`src/rtl/pin_evt_defs.sv`:
```
// Shared definitions for the pin edge-event recorder.
// Holds the default geometry, the layout of an event word and the widths of
// the statistics counters. No ports; imported by pin_evt_fifo and
// pin_event_capture.
package pin_evt_defs;

  localparam int TS_W_DEF  = 16;
  localparam int DEPTH_DEF = 4;

  // Event word layout: {rise, timestamp[TS_W-1:0]}
  localparam int EVT_TS_LSB   = 0;
  localparam int EVT_RISE_BIT = TS_W_DEF;

  localparam int DROP_W = 8;
  localparam int HIGH_W = 16;

  // Position of the rise flag for a non-default timestamp width.
  function automatic int evt_rise_bit(input int ts_w);
    return ts_w;
  endfunction

endpackage

```
`src/rtl/pin_evt_fifo.sv`:
```
// Synchronous FIFO for edge events.
// Ports:
//   clk, rst_n    clock and asynchronous active-low reset
//   push, wr_data write request and data
//   pop           read request (ignored while empty)
//   rd_data       head entry, forced to 0 while empty
//   empty, full   status, registered-pointer derived
// Full/empty use a pointer with an extra wrap bit. A push while full is
// accepted when a pop happens on the same edge, so the count stays at DEPTH.
module pin_evt_fifo
  import pin_evt_defs::*;
#(
  parameter int WIDTH = TS_W_DEF + 1,
  parameter int DEPTH = DEPTH_DEF
) (
  input  logic             clk,
  input  logic             rst_n,
  input  logic             push,
  input  logic [WIDTH-1:0] wr_data,
  input  logic             pop,
  output logic [WIDTH-1:0] rd_data,
  output logic             empty,
  output logic             full
);

  localparam int AW = (DEPTH > 1) ? $clog2(DEPTH) : 1;

  logic [AW:0]      wptr;
  logic [AW:0]      rptr;
  logic [WIDTH-1:0] mem [DEPTH];
  logic             do_push;
  logic             do_pop;

  assign empty   = (wptr == rptr);
  assign full    = (wptr[AW] != rptr[AW]) && (wptr[AW-1:0] == rptr[AW-1:0]);
  assign do_pop  = pop && !empty;
  assign do_push = push && (!full || do_pop);

  always_ff @(posedge clk or negedge rst_n) begin
    if (!rst_n) begin
      wptr <= '0;
      rptr <= '0;
    end else begin
      if (do_push) wptr <= wptr + (AW+1)'(1);
      if (do_pop)  rptr <= rptr + (AW+1)'(1);
    end
  end

  // Storage carries no reset; the empty gate below keeps the output defined.
  always_ff @(posedge clk) begin
    if (do_push) mem[wptr[AW-1:0]] <= wr_data;
  end

  assign rd_data = empty ? '0 : mem[rptr[AW-1:0]];

endmodule

```
`src/rtl/pin_event_capture.sv`:
```
// Edge-event recorder for the registered AND result x.
// Timestamps each rise/fall of x_i against a free-running counter and
// queues the events for a valid/ready consumer.
// Ports:
//   clk, rst_n  clock and asynchronous active-low reset
//   en          capture enable (freezes sampler, ts and high_cnt when low)
//   x_i         monitored signal, same clock domain
//   clr         synchronous clear of overflow/drop_cnt/high_cnt
//   evt_valid, evt_ready, evt_data   event handshake, data = {rise, ts}
//   overflow    sticky drop flag
//   drop_cnt    saturating dropped-event count
//   high_cnt    saturating count of enabled cycles with sampled x = 1
module pin_event_capture
  import pin_evt_defs::*;
#(
  parameter int TS_W  = TS_W_DEF,
  parameter int DEPTH = DEPTH_DEF
) (
  input  logic              clk,
  input  logic              rst_n,
  input  logic              en,
  input  logic              x_i,
  input  logic              clr,
  output logic              evt_valid,
  input  logic              evt_ready,
  output logic [TS_W:0]     evt_data,
  output logic              overflow,
  output logic [DROP_W-1:0] drop_cnt,
  output logic [HIGH_W-1:0] high_cnt
);

  localparam int RISE_BIT = evt_rise_bit(TS_W);

  function automatic logic [DROP_W-1:0] sat_inc_drop(input logic [DROP_W-1:0] v);
    return (&v) ? v : v + DROP_W'(1);
  endfunction

  function automatic logic [HIGH_W-1:0] sat_inc_high(input logic [HIGH_W-1:0] v);
    return (&v) ? v : v + HIGH_W'(1);
  endfunction

  logic            x_q;
  logic [TS_W-1:0] ts;
  logic            edge_evt;
  logic [TS_W:0]   evt_word;
  logic            fifo_empty;
  logic            fifo_full;
  logic            drop;

  assign edge_evt = en && (x_i != x_q);

  always_comb begin
    evt_word                   = '0;
    evt_word[RISE_BIT]         = x_i;
    evt_word[TS_W-1:EVT_TS_LSB] = ts;
  end

  // A full FIFO only makes room when the head leaves on this same edge.
  assign drop = edge_evt && fifo_full && !evt_ready;

  // Sampler and timestamp stage
  always_ff @(posedge clk or negedge rst_n) begin
    if (!rst_n) begin
      x_q <= 1'b0;
      ts  <= '0;
    end else if (en) begin
      x_q <= x_i;
      ts  <= ts + TS_W'(1);
    end
  end

  // Statistics stage; clr zeroes first, a coincident drop still counts once.
  always_ff @(posedge clk or negedge rst_n) begin
    if (!rst_n) begin
      overflow <= 1'b0;
      drop_cnt <= '0;
      high_cnt <= '0;
    end else begin
      if (clr) begin
        overflow <= drop;
        drop_cnt <= drop ? DROP_W'(1) : '0;
        high_cnt <= '0;
      end else begin
        if (drop) begin
          overflow <= 1'b1;
          drop_cnt <= sat_inc_drop(drop_cnt);
        end
        if (en && x_q) high_cnt <= sat_inc_high(high_cnt);
      end
    end
  end

  pin_evt_fifo #(
    .WIDTH (TS_W + 1),
    .DEPTH (DEPTH)
  ) u_fifo (
    .clk     (clk),
    .rst_n   (rst_n),
    .push    (edge_evt),
    .wr_data (evt_word),
    .pop     (evt_ready),
    .rd_data (evt_data),
    .empty   (fifo_empty),
    .full    (fifo_full)
  );

  assign evt_valid = !fifo_empty;

endmodule
```
`config.mk`:
```
export PLATFORM = sky130hd
export DESIGN_NAME = pin_event_capture
export DESIGN_NICKNAME = d
export VERILOG_FILES = /design/src/rtl/pin_evt_defs.sv /design/src/rtl/pin_evt_fifo.sv /design/src/rtl/pin_event_capture.sv
export SDC_FILE = /design/constraint.sdc
export NUM_CORES = 1
export LEC_CHECK = 0
export ABC_AREA = 1
export CORE_MARGIN = 2
export CORE_UTILIZATION = 35
export CTS_BUF_LIST = sky130_fd_sc_hd__clkbuf_4
export DETAILED_ROUTE_END_ITERATION = 6
export GPL_TIMING_DRIVEN = 0
export PLACE_DENSITY = 0.53
export RECOVER_POWER = 50
export SYNTH_ARGS = -nofsm -noshare
export SYNTH_HDL_FRONTEND = slang
export SYNTH_SLANG_ARGS = --single-unit
```
`constraint.sdc`:
```
create_clock -name clk -period 2.91 [get_ports clk]
set_input_delay 0.582 -clock clk [delete_from_list [all_inputs] [get_ports clk]]
set_output_delay 0.582 -clock clk [all_outputs]
set_load 0.03 [all_outputs]
```
Word-level counts from Yosys, hierarchy flattened
Memories as Yosys holds them, arrays and structs flattened.
Index checks and enable logic that the tools add are counted.
{ "word_totals": {"mem_bits_ro": 0, "latchBits": 0, "word_cells": 48, "output_inout_bits": 43, "reg_bits": 48, "in_bits": 6, "mem_bits_rw": 68, "n_memories": 1} }
{ "mem_list": {"columns": ["memory", "words", "width", "read_ports", "rd_ports_with_merged_regs", "wr", "line_no", "text"], "rows": [
  ["u_fifo.mem", 4, 17, 1, 0, 1, "pin_evt_fifo.sv:30", "logic [WIDTH-1:0] mem [DEPTH];"]
]} }
{ "classes": {"n_addsub": 5, "bitwise_logic": 0, "n_reduce_logical": 17, "n_lt_le_gt_ge": 0, "div_mod_pow": 0, "shift": 0, "muxes": 12, "mul": 0, "eq_ne": 6} }
{ "op_table": {"columns": ["cell", "count"], "rows": [
  ["2-to-1 mux 16 bit", 3],
  ["adder 16 x 1 -> 16 bit (second input constant)", 2],
  ["2-to-1 mux 8 bit", 3],
  ["2-to-1 mux 17 bit", 1],
  ["AND reduction 16 bit", 1],
  ["adder 8 x 1 -> 8 bit (second input constant)", 1],
  ["AND reduction 8 bit", 1],
  ["logical AND 1 bit", 7],
  ["adder 3 x 1 -> 3 bit (second input constant)", 2],
  ["2-to-1 mux 1 bit", 5],
  ["!= test 2 bit (second input constant)", 2],
  ["AND reduction 2 bit", 2],
  ["nonzero test 2 bit", 2],
  ["equality test 3 bit", 1],
  ["logical NOT 1 bit", 3],
  ["equality test 2 bit", 1],
  ["!= test 1 bit", 2],
  ["logical OR 1 bit", 1]
]} }

Longest topological paths before layout
{ "logic_depth": {"word_depth": 7, "ltp_mapped": 10, "ltp_nobuf": 10} }

By module
From an unflattened synthesis, not the netlist that was laid out.
{ "unflattened": {"hier_cells": 588, "hier_area_um2": 5570.3} }
{ "modules_own_cells": {"columns": ["mod", "cells_each", "area_each_um2", "instances", "seq_area_each_um2"], "rows": [
  ["pin_evt_fifo", 277, 3166.8, 1, 2192.1],
  ["pin_event_capture", 311, 2403.6, 1, 1051.0]
]} }

Worst setup path before layout
Ideal clock, no wire load.
{ "synth_path": {"path_kind": "in2reg", "from": "input port en", "to": "memory u_fifo.mem[0][0] (netlist name), enable pin", "arrival_ns": 1.757, "slack_ns": 0.762, "path_buffers": 1, "t_required_ns": 2.519, "setup_time_ns": 0.391, "stages": 4, "path_cell_list": "buf_4 -> nand3_1 -> o21bai_4 -> nor2_1"} }
{ "synth_between": {"elab_chain_len": 4} }
{ "synth_rtl": {"columns": ["element", "line_no", "text"], "rows": [
  ["from (decl)", "pin_event_capture.sv:21", "input logic en,"],
  ["logical AND 1 bit", "pin_event_capture.sv:50", "assign edge_evt = en && (x_i != x_q);"],
  ["logical AND 1 bit", "pin_evt_fifo.sv:37", "assign do_push = push && (!full || do_pop);"],
  ["2-to-1 mux 1 bit", "pin_evt_fifo.sv:51", "if (do_push) mem[wptr[AW-1:0]] <= wr_data;"],
  ["2-to-1 mux 1 bit (not written as such)", "pin_evt_fifo.sv:51", null],
  ["to (decl)", "pin_evt_fifo.sv:30", null]
]} }
Every way passes these cells.

Final worst setup path
{ "layout_path": {"from": "register u_fifo.rptr[0]", "to": "output port evt_data[9]"} }
{ "layout_between": {"elab_chain_len": 2, "elab_cells_between_ends": 3, "cone_classes": "eq/ne (1); mux (1); memory (1)"} }
{ "layout_rtl": {"columns": ["element", "line_no", "text"], "rows": [
  ["from (decl)", "pin_evt_fifo.sv:29", "logic [AW:0] rptr;"],
  ["from (signal assigned)", "pin_evt_fifo.sv:45", "if (do_pop) rptr <= rptr + (AW+1)'(1);"],
  ["memory read (4 x 17 bit) or equality test 3 bit (tied branches)", null, null],
  ["2-to-1 mux 17 bit (*)", "pin_evt_fifo.sv:54", "assign rd_data = empty ? '0 : mem[rptr[AW-1:0]];"],
  ["to (decl)", "pin_event_capture.sv:26", "output logic [TS_W:0] evt_data,"]
]} }
Every way passes the cells marked *; elsewhere a longest branch is shown, timed or not.

==> results.sh <==
export IMPL_worst_setup_hold_path_clk_slew_ns=0.11
export IMPL_cp_end_kind="primary output"
export IMPL_drtIter0Drc=229
export IMPL_timing_critical_path_cells="buf_6 > inv_4 > buf_6 > nor2_1 > o32ai_1 > nand2_1 > inv_1 > clkdlybuf4s15_1"
export IMPL_vias_in_the_first_global_route=4047
export IMPL_synthesis_nets=591
export IMPL_main_combinational_cell_family_by_area_after_synthesis="simple AND/OR/NAND/NOR gates"
export IMPL_clkLatencyLatePin_ns=0.55
export IMPL_cts_root_to_sink_buffers=2
export IMPL_clock_tree_root_cell="sky130_fd_sc_hd__clkbuf_4"
export IMPL_arithmetic_cell_share_of_the_synthesized_area_counting_full_adders_half_adders_and_majority_gates=0.0179
export IMPL_cts_htree_levels=4
export IMPL_tightest_slew_ns=1.02
export IMPL_rsz0062_at_grt="no"
export IMPL_initial_utilization=0.355
export IMPL_powerDensity_mw_per_mm2=901
export IMPL_postSynthCellCount=577
export IMPL_fmax_mhz=365
export IMPL_maximum_vdd_drop_mv=0.438
export IMPL_worstSetupPathType="flip-flop to primary output"
export IMPL_yosys_mux_area_fraction=0
export IMPL_startpoint_type="flip-flop"
export IMPL_report_final_hold_viol_count=0
export IMPL_die_width_um=130
export IMPL_cts_tree="built"
export IMPL_worstPathArrival_ns=2.15
export IMPL_grt_pass1_wl_um=21000
export IMPL_post_synth_num_cell_types=35
export IMPL_cts_post_setup_buffers_inserted=0
export IMPL_grt_remaining_overflow=0
export IMPL_drv_slew=0
export IMPL_finish_net_count=663
export IMPL_path_common_cell="sky130_fd_sc_hd__buf_6"
export IMPL_syn_cell_area_mm2=0.00560
export IMPL_power_leakage_nw=2.93
export IMPL_yosys_area_share_simple=0.232
export IMPL_share_of_the_cycle_needed_by_the_critical_path_after_routing=0.940
export IMPL_finalCriticalPeriod_ns=2.74
export IMPL_filler_cell_count=1563
export IMPL_drt_pass1_iterations=4
export IMPL_worstPathMaxFanout=10
export IMPL_finish_instance_area_mm2=0.00672
export IMPL_detailed_place_hpwl_um=8750
export IMPL_flip_flop_and_latch_count_after_synthesis=116
export IMPL_antenna_violating_nets_post_route=0
export IMPL_layout_drive_gt1_share=0.147
export IMPL_die_area_mm2=0.0170
export IMPL_wl_um=12900
export IMPL_syn_mean_instance_area_um2=9.70
export IMPL_vias=4137
export IMPL_clock_skew_final_ns=0.0275
export IMPL_critical_path_required_ns=2.33
export IMPL_synth_xor_area_share=0.0465
export IMPL_drcViolationCount=0
export IMPL_ys_warnings_count=0
export IMPL_top_level_ports=49
export IMPL_routabilityCongestion=0.834
export IMPL_slew_headroom=0.323
export IMPL_synthToLayoutAreaGrowth_pct=20.0
export IMPL_fp_row_count=46
export IMPL_setup_viol_count_final=0
export IMPL_dpl_cell_area_mm2=0.00642
export IMPL_worst_path_largest_cell_delay_ns=0.41
export IMPL_run_status="complete, no violations"
export IMPL_floorplan_core_area_mm2=0.0158
export IMPL_port_buffer_count=47
export IMPL_tritoncts_num_buffers=17
export IMPL_critical_path_slowest_cell="sky130_fd_sc_hd__dfrtp_1"
export IMPL_largest_net_degree_at_the_start_of_global_routing=33
export IMPL_antenna_found_initial=1
export IMPL_ys_seq_area_frac=0.580
export IMPL_cts_sink_count=116
export IMPL_timing_max_cap_violations=0
export IMPL_worst_hold_path_type="input port to flip-flop"
export IMPL_die_y_um=130
export IMPL_detail_route_vias_per_cell=4.71
export IMPL_synth_compound_gate_area_share=0.0593
export IMPL_groute_usage_overall=0.164
export IMPL_fin_total_pwr_w=0.00605
export IMPL_routedWlPerCell_um=14.6
[flip-flops by register name, indices dropped and copies added, names as in the netlist]
register / flops
u_fifo.mem: 68
overflow: 1
x_q: 1
ts: 16
u_fifo.wptr: 3
u_fifo.rptr: 3
high_cnt: 16
drop_cnt: 8
[kinds of logic (layout without fill, tap and decap cells)]
group | after synthesis | count (layout)
other | 0 | 1
AND/OR/NAND/NOR | 295 | 295
XOR/XNOR | 28 | 28
flip-flops | 116 | 116
buffers and inverters | 83 | 168
AO/OA/AOI/OAI | 47 | 47
adder cells (fa/ha/maj) | 8 | 8
[worst paths after layout]
path                                            start                     endpoint  slack (ns)  cells after the start
hold / removal                                    clr      high_cnt[4]$_DFFE_PN0P_        0.41                      4
max in group asynchronous                       rst_n           ts[13]$_DFFE_PN0P_        0.78                      3
setup reg to reg           u_fifo.rptr[1]$_DFFE_PN0P_  u_fifo.mem[0][16]$_DFFE_PP_        0.86                      6
setup / recovery           u_fifo.rptr[0]$_DFFE_PN0P_                  evt_data[9]        0.17                      8
hold reg to reg                       x_q$_DFFE_PN0P_              x_q$_DFFE_PN0P_        0.54                      2
min in group asynchronous                       rst_n      high_cnt[2]$_DFFE_PN0P_        0.71                      2
[cell usage in the layout, fill, tap and decap left out, drive strengths merged]
cell type      synthesis  final
dlygate4sd3            0      3
dfrtp                 48     48
buf                   16     19
clkinv                 2      6
ha                     8      8
a21oi                  1      1
o21bai                 1      1
xnor2                  5      5
clkdlybuf4s18          0      1
clkdlybuf4s15          0      1
xor2                  23     23
nor3b                  1      1
inv                   61     66
clkinvlp               0      1
o21ai                 28     28
o32ai                 17     17
clkdlybuf4s50          0     26
diode                  0      1
dlygate4sd2            0      4
bufinv                 0      5
nand3b                 3      3
nand2                129    129
clkbuf                 4     36
nand3                 43     43
edfxtp                68     68
nor3                   4      4
nor2                  97     97
nand4                 16     16
or2                    2      2
[per-layer routing]
metal / share of wire / GRT usage
met1: 0.48 / 0.222
met2: 0.46 / 0.255
met3: 0.045 / 0.0476
met4: 0.015 / 0.0569
met5: 0 / 0
[where the power goes]
part           internal [W]  total [W]  switching (W)
registers           0.00202    0.00220       0.000180
logic              0.000782    0.00241        0.00163
clock network      0.000777    0.00144       0.000663
total               0.00358    0.00605        0.00248
[Yosys cell counts]
cell type	n	area, um2
sky130_fd_sc_hd__a21oi_1	1	5.00
sky130_fd_sc_hd__buf_1	1	3.75
sky130_fd_sc_hd__buf_2	9	45.0
sky130_fd_sc_hd__buf_4	2	15.0
sky130_fd_sc_hd__buf_6	4	45.0
sky130_fd_sc_hd__clkbuf_1	4	15.0
sky130_fd_sc_hd__clkinv_1	2	7.51
sky130_fd_sc_hd__dfrtp_1	48	1200
sky130_fd_sc_hd__edfxtp_1	68	2040
sky130_fd_sc_hd__ha_1	8	100
sky130_fd_sc_hd__inv_1	59	221
sky130_fd_sc_hd__inv_2	2	7.51
sky130_fd_sc_hd__nand2_1	124	465
sky130_fd_sc_hd__nand2_2	4	25.0
sky130_fd_sc_hd__nand2_4	1	11.3
sky130_fd_sc_hd__nand3_1	37	185
sky130_fd_sc_hd__nand3_2	6	60.1
sky130_fd_sc_hd__nand3b_1	3	22.5
sky130_fd_sc_hd__nand4_1	15	93.8
sky130_fd_sc_hd__nand4_2	1	12.5
sky130_fd_sc_hd__nor2_1	93	349
sky130_fd_sc_hd__nor2_2	3	18.8
sky130_fd_sc_hd__nor2_4	1	11.3
sky130_fd_sc_hd__nor3_1	3	15.0
sky130_fd_sc_hd__nor3_2	1	10.0
sky130_fd_sc_hd__nor3b_1	1	7.51
sky130_fd_sc_hd__o21ai_0	21	105
sky130_fd_sc_hd__o21ai_1	2	10.0
sky130_fd_sc_hd__o21ai_2	5	43.8
sky130_fd_sc_hd__o21bai_4	1	18.8
sky130_fd_sc_hd__o32ai_1	17	149
sky130_fd_sc_hd__or2_2	2	12.5
sky130_fd_sc_hd__xnor2_1	3	26.3
sky130_fd_sc_hd__xnor2_2	2	32.5
sky130_fd_sc_hd__xor2_1	23	201
[repair_timing]
item / CTS / global route
endpoints found under the setup margin: 18 / 16
hold buffers: 1 / 0
hold endpoints to repair: 16 / 0
resized for setup: 34 / 30
[through the flow]
| step | util | hold WS (ns) | setup TNS (ns) | std cells | setup WS [ns] |
|---|---|---|---|---|---|
| floorplan | - | 0.286 | 0 | 577 | 0.762 |
| finish | 0.426 | 0.406 | 0 | 879 | 0.174 |
| global placement | 0.402 | 0.508 | -54.27 | 840 | -0.588 |
| CTS | 0.430 | 0.356 | 0 | 878 | 0.00302 |
| detailed placement | 0.407 | 0.508 | 0 | 845 | 0.119 |
| global route | 0.426 | 0.387 | 0 | 879 | 0.000186 |
[worst max-delay path: cells and delay by family (launching register included)]
kind            cells  cell delay [ns]
simple gates        2             0.12
compound gates      1             0.22
buf+inv             5             0.85
flops               1             0.41
[area by class of cell]
class,count,area [um2],share of cell area
sequential,116,3240,0.483
buffer,20,149,0.0222
multi-input combinational,378,1980,0.295
inverter,63,239,0.0356
antenna,1,2.50,0.000373
clock buffer,17,128,0.0190
timing repair buffer,53,474,0.0706
clock inverter,15,226,0.0337
tap,216,270,0.0402
No activity file was read; power rests on OpenSTA's default activity.
